## src/rtl/imem_access_arbiter_if.sv

```systemverilog
// Bus bundle between the IF stage / program loader and the instruction memory arbiter.
// The slave modport is the arbiter's view; the master modport is the requester + memory side.
interface imem_access_arbiter_if #(
    parameter int ERR_CNT_W = 16
);
    logic                 boot;
    logic                 if_req;
    logic [31:0]          if_addr;
    logic                 if_gnt;
    logic                 if_rvalid;
    logic [31:0]          if_rdata;
    logic                 if_err;
    logic                 ld_req;
    logic [31:0]          ld_addr;
    logic [31:0]          ld_wdata;
    logic [3:0]           ld_be;
    logic                 ld_gnt;
    logic                 ld_err;
    logic [31:0]          mem_addr;
    logic                 mem_we;
    logic [3:0]           mem_be;
    logic [31:0]          mem_wdata;
    logic [31:0]          mem_rdata;
    logic [ERR_CNT_W-1:0] err_cnt;

    // Handshake: if_req/ld_req are levels held until the matching one-cycle gnt pulse;
    // a request dropped before gnt is simply forgotten. if_rdata/if_err are qualified by
    // if_rvalid, ld_err by ld_gnt.
    modport slave (
        input  boot, if_req, if_addr, ld_req, ld_addr, ld_wdata, ld_be, mem_rdata,
        output if_gnt, if_rvalid, if_rdata, if_err, ld_gnt, ld_err,
               mem_addr, mem_we, mem_be, mem_wdata, err_cnt
    );

    modport master (
        output boot, if_req, if_addr, ld_req, ld_addr, ld_wdata, ld_be, mem_rdata,
        input  if_gnt, if_rvalid, if_rdata, if_err, ld_gnt, ld_err,
               mem_addr, mem_we, mem_be, mem_wdata, err_cnt
    );
endinterface

```

## src/rtl/imem_access_arbiter.sv

```systemverilog
// Shares the synchronous-read instruction memory between IF-stage fetches and loader writes.
// Define IMEM_ARB_RR_EN to alternate grants under contention instead of fixed loader priority.
module imem_access_arbiter #(
    parameter int MEM_BYTES = 1024,
    parameter int ERR_CNT_W = 16
) (
    input  logic                       clk,
    input  logic                       rst,
    imem_access_arbiter_if.slave       bus,
    output logic [1:0]                 dbg_state_o
);
    typedef enum logic [1:0] {IDLE = 2'd0, RD = 2'd1, CAP = 2'd2, WR = 2'd3} state_t;

    state_t               state_q, state_d;
    logic [31:0]          mem_addr_q, mem_addr_d;
    logic [31:0]          mem_wdata_q, mem_wdata_d;
    logic [3:0]           mem_be_q, mem_be_d;
    logic                 mem_we_q, mem_we_d;
    logic [31:0]          if_rdata_q, if_rdata_d;
    logic                 if_err_q, if_err_d;
    logic                 if_rvalid_q, if_rvalid_d;
    logic [ERR_CNT_W-1:0] err_cnt_q, err_cnt_d;
    logic                 err_inc;
    logic                 fetch_cand, ld_cand, pick_ld;

    function automatic logic bad_addr(input logic [31:0] a);
        return (a[1:0] != 2'b00) || (a > 32'(MEM_BYTES - 4));
    endfunction

    assign fetch_cand = bus.if_req && !bus.boot;
    assign ld_cand    = bus.ld_req;

`ifdef IMEM_ARB_RR_EN
    // last_ld_q: 1 = loader won the previous arbitration, 0 = fetch (reset value).
    logic last_ld_q, last_ld_d;

    assign pick_ld = ld_cand && (!fetch_cand || !last_ld_q);

    always_comb begin
        last_ld_d = last_ld_q;
        if (state_q == IDLE && (ld_cand || fetch_cand)) last_ld_d = pick_ld;
    end

    always_ff @(posedge clk or posedge rst) begin
        if (rst) last_ld_q <= 1'b0;
        else     last_ld_q <= last_ld_d;
    end
`else
    assign pick_ld = ld_cand;
`endif

    always_comb begin
        state_d     = state_q;
        mem_addr_d  = mem_addr_q;
        mem_wdata_d = mem_wdata_q;
        mem_be_d    = mem_be_q;
        mem_we_d    = 1'b0;
        if_rdata_d  = if_rdata_q;
        if_err_d    = if_err_q;
        if_rvalid_d = 1'b0;
        err_inc     = 1'b0;
        unique case (state_q)
            IDLE: begin
                if (pick_ld) begin
                    state_d     = WR;
                    mem_addr_d  = bus.ld_addr;
                    mem_wdata_d = bus.ld_wdata;
                    mem_be_d    = bus.ld_be;
                    // Dropped writes still present addr/data/be, but never strobe the array.
                    mem_we_d    = !bad_addr(bus.ld_addr) && (bus.ld_be != 4'b0000);
                end else if (fetch_cand) begin
                    state_d    = RD;
                    mem_addr_d = bus.if_addr;
                end
            end
            RD: state_d = CAP;
            CAP: begin
                state_d     = IDLE;
                if_rvalid_d = 1'b1;
                if_err_d    = bad_addr(mem_addr_q);
                if_rdata_d  = bad_addr(mem_addr_q) ? 32'h0 : bus.mem_rdata;
                err_inc     = bad_addr(mem_addr_q);
            end
            WR: begin
                state_d = IDLE;
                err_inc = bad_addr(mem_addr_q);
            end
            default: state_d = IDLE;
        endcase
        err_cnt_d = err_cnt_q;
        if (err_inc && (err_cnt_q != {ERR_CNT_W{1'b1}}))
            err_cnt_d = err_cnt_q + {{(ERR_CNT_W-1){1'b0}}, 1'b1};
    end

    always_ff @(posedge clk or posedge rst) begin
        if (rst) begin
            state_q     <= IDLE;
            mem_addr_q  <= 32'h0;
            mem_wdata_q <= 32'h0;
            mem_be_q    <= 4'h0;
            mem_we_q    <= 1'b0;
            if_rdata_q  <= 32'h0;
            if_err_q    <= 1'b0;
            if_rvalid_q <= 1'b0;
            err_cnt_q   <= '0;
        end else begin
            state_q     <= state_d;
            mem_addr_q  <= mem_addr_d;
            mem_wdata_q <= mem_wdata_d;
            mem_be_q    <= mem_be_d;
            mem_we_q    <= mem_we_d;
            if_rdata_q  <= if_rdata_d;
            if_err_q    <= if_err_d;
            if_rvalid_q <= if_rvalid_d;
            err_cnt_q   <= err_cnt_d;
        end
    end

    assign bus.if_gnt    = (state_q == RD);
    assign bus.ld_gnt    = (state_q == WR);
    assign bus.ld_err    = (state_q == WR) && bad_addr(mem_addr_q);
    assign bus.if_rvalid = if_rvalid_q;
    assign bus.if_rdata  = if_rdata_q;
    assign bus.if_err    = if_err_q;
    assign bus.mem_addr  = mem_addr_q;
    assign bus.mem_we    = mem_we_q;
    assign bus.mem_be    = mem_be_q;
    assign bus.mem_wdata = mem_wdata_q;
    assign bus.err_cnt   = err_cnt_q;
    assign dbg_state_o   = state_q;
endmodule

```

## src/flat_wrapper.sv

```systemverilog
// flat-port wrapper written by rule: the top's interface ports become plain ports
module imem_access_arbiter_flat 
#(
    parameter int MEM_BYTES = 1024,
    parameter int ERR_CNT_W = 16
)
  (clk, rst, dbg_state_o, bus_boot, bus_if_req, bus_if_addr, bus_ld_req, bus_ld_addr, bus_ld_wdata, bus_ld_be, bus_mem_rdata, bus_if_gnt, bus_if_rvalid, bus_if_rdata, bus_if_err, bus_ld_gnt, bus_ld_err, bus_mem_addr, bus_mem_we, bus_mem_be, bus_mem_wdata, bus_err_cnt);
  imem_access_arbiter_if #(.ERR_CNT_W(ERR_CNT_W)) bus_i ();
  input  logic clk;
  input  logic rst;
  output logic [1:0] dbg_state_o;
  input wire logic [$bits(bus_i.boot)-1:0] bus_boot;
  input wire logic [$bits(bus_i.if_req)-1:0] bus_if_req;
  input wire logic [$bits(bus_i.if_addr)-1:0] bus_if_addr;
  input wire logic [$bits(bus_i.ld_req)-1:0] bus_ld_req;
  input wire logic [$bits(bus_i.ld_addr)-1:0] bus_ld_addr;
  input wire logic [$bits(bus_i.ld_wdata)-1:0] bus_ld_wdata;
  input wire logic [$bits(bus_i.ld_be)-1:0] bus_ld_be;
  input wire logic [$bits(bus_i.mem_rdata)-1:0] bus_mem_rdata;
  output wire logic [$bits(bus_i.if_gnt)-1:0] bus_if_gnt;
  output wire logic [$bits(bus_i.if_rvalid)-1:0] bus_if_rvalid;
  output wire logic [$bits(bus_i.if_rdata)-1:0] bus_if_rdata;
  output wire logic [$bits(bus_i.if_err)-1:0] bus_if_err;
  output wire logic [$bits(bus_i.ld_gnt)-1:0] bus_ld_gnt;
  output wire logic [$bits(bus_i.ld_err)-1:0] bus_ld_err;
  output wire logic [$bits(bus_i.mem_addr)-1:0] bus_mem_addr;
  output wire logic [$bits(bus_i.mem_we)-1:0] bus_mem_we;
  output wire logic [$bits(bus_i.mem_be)-1:0] bus_mem_be;
  output wire logic [$bits(bus_i.mem_wdata)-1:0] bus_mem_wdata;
  output wire logic [$bits(bus_i.err_cnt)-1:0] bus_err_cnt;
  assign bus_i.boot = bus_boot;
  assign bus_i.if_req = bus_if_req;
  assign bus_i.if_addr = bus_if_addr;
  assign bus_i.ld_req = bus_ld_req;
  assign bus_i.ld_addr = bus_ld_addr;
  assign bus_i.ld_wdata = bus_ld_wdata;
  assign bus_i.ld_be = bus_ld_be;
  assign bus_i.mem_rdata = bus_mem_rdata;
  assign bus_if_gnt = bus_i.if_gnt;
  assign bus_if_rvalid = bus_i.if_rvalid;
  assign bus_if_rdata = bus_i.if_rdata;
  assign bus_if_err = bus_i.if_err;
  assign bus_ld_gnt = bus_i.ld_gnt;
  assign bus_ld_err = bus_i.ld_err;
  assign bus_mem_addr = bus_i.mem_addr;
  assign bus_mem_we = bus_i.mem_we;
  assign bus_mem_be = bus_i.mem_be;
  assign bus_mem_wdata = bus_i.mem_wdata;
  assign bus_err_cnt = bus_i.err_cnt;
  imem_access_arbiter #(.MEM_BYTES(MEM_BYTES), .ERR_CNT_W(ERR_CNT_W)) u_core (.clk(clk), .rst(rst), .bus(bus_i), .dbg_state_o(dbg_state_o));
endmodule
```

## config.mk

```make
export PLATFORM = sky130hd
export DESIGN_NAME = imem_access_arbiter_flat
export DESIGN_NICKNAME = d
export VERILOG_FILES = /design/src/rtl/imem_access_arbiter_if.sv /design/src/rtl/imem_access_arbiter.sv /design/src/flat_wrapper.sv
export SDC_FILE = /design/constraint.sdc
export NUM_CORES = 1
export LEC_CHECK = 0
export CAP_MARGIN = 25
export CORE_MARGIN = 4
export CORE_UTILIZATION = 43
export DETAILED_ROUTE_END_ITERATION = 6
export PLACE_DENSITY = 0.95
export SETUP_SLACK_MARGIN = 0.02
export SLEW_MARGIN = 0
export SYNTH_ARGS = -nofsm -noshare
export SYNTH_HDL_FRONTEND = slang
export SYNTH_SLANG_ARGS = --single-unit
```

## constraint.sdc

```tcl
create_clock -name clk -period 7.7 [get_ports clk]
set_clock_uncertainty 0.2 [all_clocks]
set_input_delay 0.77 -clock clk [delete_from_list [all_inputs] [get_ports clk]]
set_output_delay 0.77 -clock clk [all_outputs]
set_load 0.03 [all_outputs]
```

### Word-level counts from Yosys, hierarchy flattened

Index checks and enable logic that the tools add are counted.

* register bits after elaboration: 121
* output and inout bits: 124
* word-level logic and storage cells: 43

* reduce and logical (&&, ||, !) cells: 16
* $add $sub $neg: 1
* magnitude comparators: 2
* equal/unequal tests: 5
* mux-type cells: 10

Operators with widths (number)
* $mux W32: 3
* $gt A32 B10 Y1 const B: 2
* $add A16 B1 Y16 const B: 1
* $ne A16 B16 Y1 const B: 1
* $pmux W2 S3: 1
* $reduce_bool A2 Y1: 3
* $eq A2 B2 Y1 const B: 2
* $logic_and A1 B1 Y1: 4
* $mux W1: 4
* $mux W2: 2
* $reduce_and A2 Y1: 2
* $reduce_bool A4 Y1: 1
* $ne A3 B2 Y1 const B: 1
* $eq A2 B1 Y1 const B: 1
* $logic_not A1 Y1: 2
* $logic_not A2 Y1: 1
* $logic_or A1 B1 Y1: 2
* $reduce_or A2 Y1: 1

### Longest topological paths before layout

* word-level depth: 6
* gate-level depth with buffers: 7

### Worst setup path after synthesis

OpenSTA, ideal clock, no wires.

* path type: reg-to-output
* start point: reg u_core.mem_addr_q[17], in the netlist u_core.bus.mem_addr[17]
* end point: out bus_ld_err
* path buffers: 2
* arrival time: 1.760 ns
* required time: 6.730 ns
* slack: 4.970 ns
* cell stages (with the launch flop): 7
* cell sequence: dfrtp_1 -> nor4_1 -> nand4_1 -> or2_1 -> buf_6 -> clkbuf_1 -> and2_1

* word-level cells in the longest chain between the ends: 3

Ends and longest elaborated chain
* from (decl): line imem_access_arbiter.sv:15 `logic [31:0] mem_addr_q, mem_addr_d;`
* from (signal assigned): line imem_access_arbiter.sv:108 `mem_addr_q <= mem_addr_d;`
* $gt A32 B10 Y1: line imem_access_arbiter.sv:27 `return (a[1:0] != 2'b00) || (a > 32'(MEM_BYTES - 4));`
* $logic_or A1 B1 Y1: line imem_access_arbiter.sv:27
* $logic_and A1 B1 Y1: line imem_access_arbiter.sv:121 `assign bus.ld_err = (state_q == WR) && bad_addr(mem_addr_q);`
* to (decl): line flat_wrapper.sv:25 `output wire logic [$bits(bus_i.ld_err)-1:0] bus_ld_err;`

No other way between the ends.

### Worst setup path after layout

* start point: reg u_core.mem_addr_q[16], in the netlist u_core.bus.mem_addr[16]
* end point: out bus_ld_err

The elaborated chain is that of the path after synthesis.

==> impl_metrics.json <==
{
  "status": "completed",
  "wl_per_cell_um": 18.5,
  "dieArea_mm2": 0.0138,
  "max_slew.worst_pin.slew_ns": 1.04,
  "layout.cells.non_filler": 879,
  "clk_latency_ns": 0.41,
  "syn_area_mm2": 0.00514,
  "cts_buffer_depth": 2,
  "crit_chain": "nor4_1, nand4_1, or2_1, buf_4, and2_1, clkdlybuf4s50_1",
  "synth_warnings": 0,
  "crit_path_top_delay_cell": "clkdlybuf4s50_1",
  "antenna_found_initial": 0,
  "syn_avg_cell_area_um2": 11.0,
  "overflow": 0,
  "timing.fmax_ghz": 0.270,
  "ys_seq_elements": 121,
  "drc_errors": 0,
  "critical_path_required_ns": 6.73,
  "fp.dieH_um": 117,
  "path_class": "flop to output pin",
  "gp_congestion": 0.875,
  "grt_pass1_vias": 4763,
  "end_kind": "output pin",
  "vias_per_cell": 5.22,
  "core_area_mm2": 0.0116,
  "yosysSeqAreaShare": 0.589,
  "finalHoldViolCount": 0,
  "fill_cells": 762,
  "cp_max_fo": 36,
  "htree_levels": 4,
  "worstPathArrival_ns": 2.74,
  "io_buffers": 260,
  "start_util": 0.445,
  "cts_hold_buffers": 0,
  "ir_worst_vdd_mv": 0.193,
  "dr.pass1.iters": 4,
  "cts_tree": "yes",
  "startpoint_type": "flop",
  "fin_tns_setup_ns": 0,
  "max_cap_viol_count": 0,
  "root_buffer": "clkbuf_16",
  "slowest_delay_ns": 0.58,
  "post_cts_buffers": 0,
  "ys_types": 32,
  "final_nets": 863,
  "cts_inserted_buffers": 17,
  "path_buf_inv": 2,
  "cts.clk_slew.worst_paths_ns": 0.05,
  "cp_top_family": "simple AND/OR/NAND/NOR gates",
  "grt_util_all_layers": 0.233,
  "drtIter0Drc": 306,
  "maxSlewHeadroom": 0.309,
  "leakagePower_nw": 3.62,
  "cts_num_sinks": 121,
  "whs_ns": 0.282,
  "fp-row-count": 39,
  "power.total_mw": 2.92,
  "rsz0062_at_grt": "no",
  "grt_pass1_wl_um": 25500,
  "report.final.slew_viol_count": 0,
  "syn_inst": 468,
  "finalSetupViolCount": 0,
  "ios": 261,
  "power_density_mw_per_mm2": 344,
  "syn2layout_area_growth_pct": 64.9,
  "drive_gt1_frac": 0.111,
  "dp.cells": 849,
  "min_from": "u_core.bus.mem_addr[9]$_DFFE_PP0P_",
  "fin_crit_ns": 3.71,
  "num_antenna_cells": 0,
  "crit_start": "u_core.bus.mem_addr[16]$_DFFE_PP0P_",
  "drtAntennaViolNets": 0,
  "die_w_um": 117,
  "postCtsResizedCells": 0,
  "synthesis.nets": 606,
  "hpwl_um": 12200,
  "r2r-start": "u_core.dbg_state_o[1]$_DFFE_PP0P_",
  "drt-total-wl_um": 16300,
  "grt_max_degree": 66,
  "hold_path_class": "flop to flop",
  "fin_crit_sh": 0.482,
  "vias": 4590
}
## tightest hold or removal path, cell delays in order (launching register included)
cell     delay, ns
dfrtp_1       0.34
nand2_1       0.04
o21ai_0       0.06
## layer usage
layer	vias up	GRT usage	share of wire	wire length, um
met2	243	0.421	0.53	8570
met3	28	0.0861	0.086	1400
met5	-	0	0	0
met1	2193	0.253	0.37	6030
met4	0	0.0784	0.019	303
li1	2126	-	-	-
## placed cells by master, fill, tap and decap left out, types with 5 or more instances in the layout
cell type / instances
o21ai_0: 65
nor3_1: 8
dfrtp_1: 121
nand3_1: 6
clkbuf_16: 17
inv_1: 5
nand2_1: 104
nor4_1: 15
nor2_1: 6
mux2i_1: 32
clkdlybuf4s50_1: 259
mux2_2: 38
xor2_1: 10
nand4_1: 5
## state kept, by name, indices dropped and copies added, names as in the netlist
register / count
u_core.bus.if_rdata: 32
u_core.bus.mem_addr: 32
u_core.bus.mem_wdata: 32
u_core.bus.err_cnt: 16
u_core.bus.mem_be: 4
u_core.dbg_state_o: 2
u_core.bus.if_err: 1
u_core.bus.if_rvalid: 1
u_core.bus.mem_we: 1
## cell type report
| cell class | count | area (um^2) | area share |
|---|---|---|---|
| clock inverter | 8 | 143 | 0.0168 |
| tap | 143 | 179 | 0.0211 |
| clock buffer | 22 | 484 | 0.0571 |
| multi-input combinational | 314 | 1980 | 0.234 |
| inverter | 6 | 25.0 | 0.00295 |
| sequential | 121 | 3030 | 0.357 |
| timing repair buffer | 265 | 2640 | 0.311 |
## through the flow
stage | cell area (um^2) | utilization | worst slack [ns]
after floorplan | 5140 | - | 3.52
after global placement | 7840 | 0.678 | 4.45
after detailed placement | 7860 | 0.679 | 4.39
after CTS | 8480 | 0.734 | 3.93
after global routing | 8480 | 0.734 | 3.82
final | 8480 | 0.734 | 3.99
## cells in the mapped netlist
library cell	instances	area, um^2
dfrtp_1	121	3030
nand2_1	104	390
o21ai_0	65	325
mux2_2	38	428
mux2i_1	32	320
clkbuf_1	16	60.1
nor4_1	15	93.8
xor2_1	10	87.6
buf_2	8	40.0
nor3_1	8	40.0
inv_1	6	22.5
nand3_1	6	30.0
nor2_1	6	22.5
nand4_1	5	31.3
xnor2_1	4	35.0
and2_1	3	18.8
clkbuf_2	2	10.0
nand2b_1	2	12.5
nor2b_1	2	12.5
o21ai_1	2	10.0
or2_2	2	12.5
and3_1	1	6.26
buf_6	1	11.3
ha_1	1	12.5
nand3_2	1	10.0
nand4_2	1	12.5
nor4_2	1	12.5
nor4b_1	1	8.76
o211ai_2	1	12.5
o41ai_1	1	8.76
or2_1	1	6.26
or4_4	1	11.3
## cells by family (layout without fill, tap and decap cells)
family | count (synthesis) | after routing | synth area share
xor+xnor | 14 | 14 | 0.0238
mux | 70 | 70 | 0.145
flops | 121 | 121 | 0.589
compound gates | 69 | 69 | 0.0693
buf+inv | 33 | 301 | 0.0280
fa+ha+maj | 1 | 1 | 0.00243
simple gates | 160 | 160 | 0.142
## worst paths after layout
| check | slack, ns | to | cells past startpoint |
|---|---|---|---|
| max reg2reg | 5.12 | u_core.bus.if_rdata[21]$_DFFE_PP0P_ | 4 |
| min reg2reg | 0.28 | u_core.bus.mem_addr[9]$_DFFE_PP0P_ | 2 |
| min | 0.28 | u_core.bus.mem_addr[9]$_DFFE_PP0P_ | 2 |
| max | 3.99 | bus_ld_err | 6 |
| max in group asynchronous | 5.38 | u_core.dbg_state_o[0]$_DFFE_PP0P_ | 3 |
| min in group asynchronous | 0.63 | u_core.bus.mem_wdata[0]$_DFFE_PP0P_ | 2 |
## report_power, final
group	switching, mW	total [mW]	internal (mW)
Clock	0.263	0.834	0.570
Combinational	0.649	1.14	0.493
Sequential	0.132	0.944	0.813
Total	1.04	2.92	1.88
Note: power is estimated with default switching activity, not from simulation.
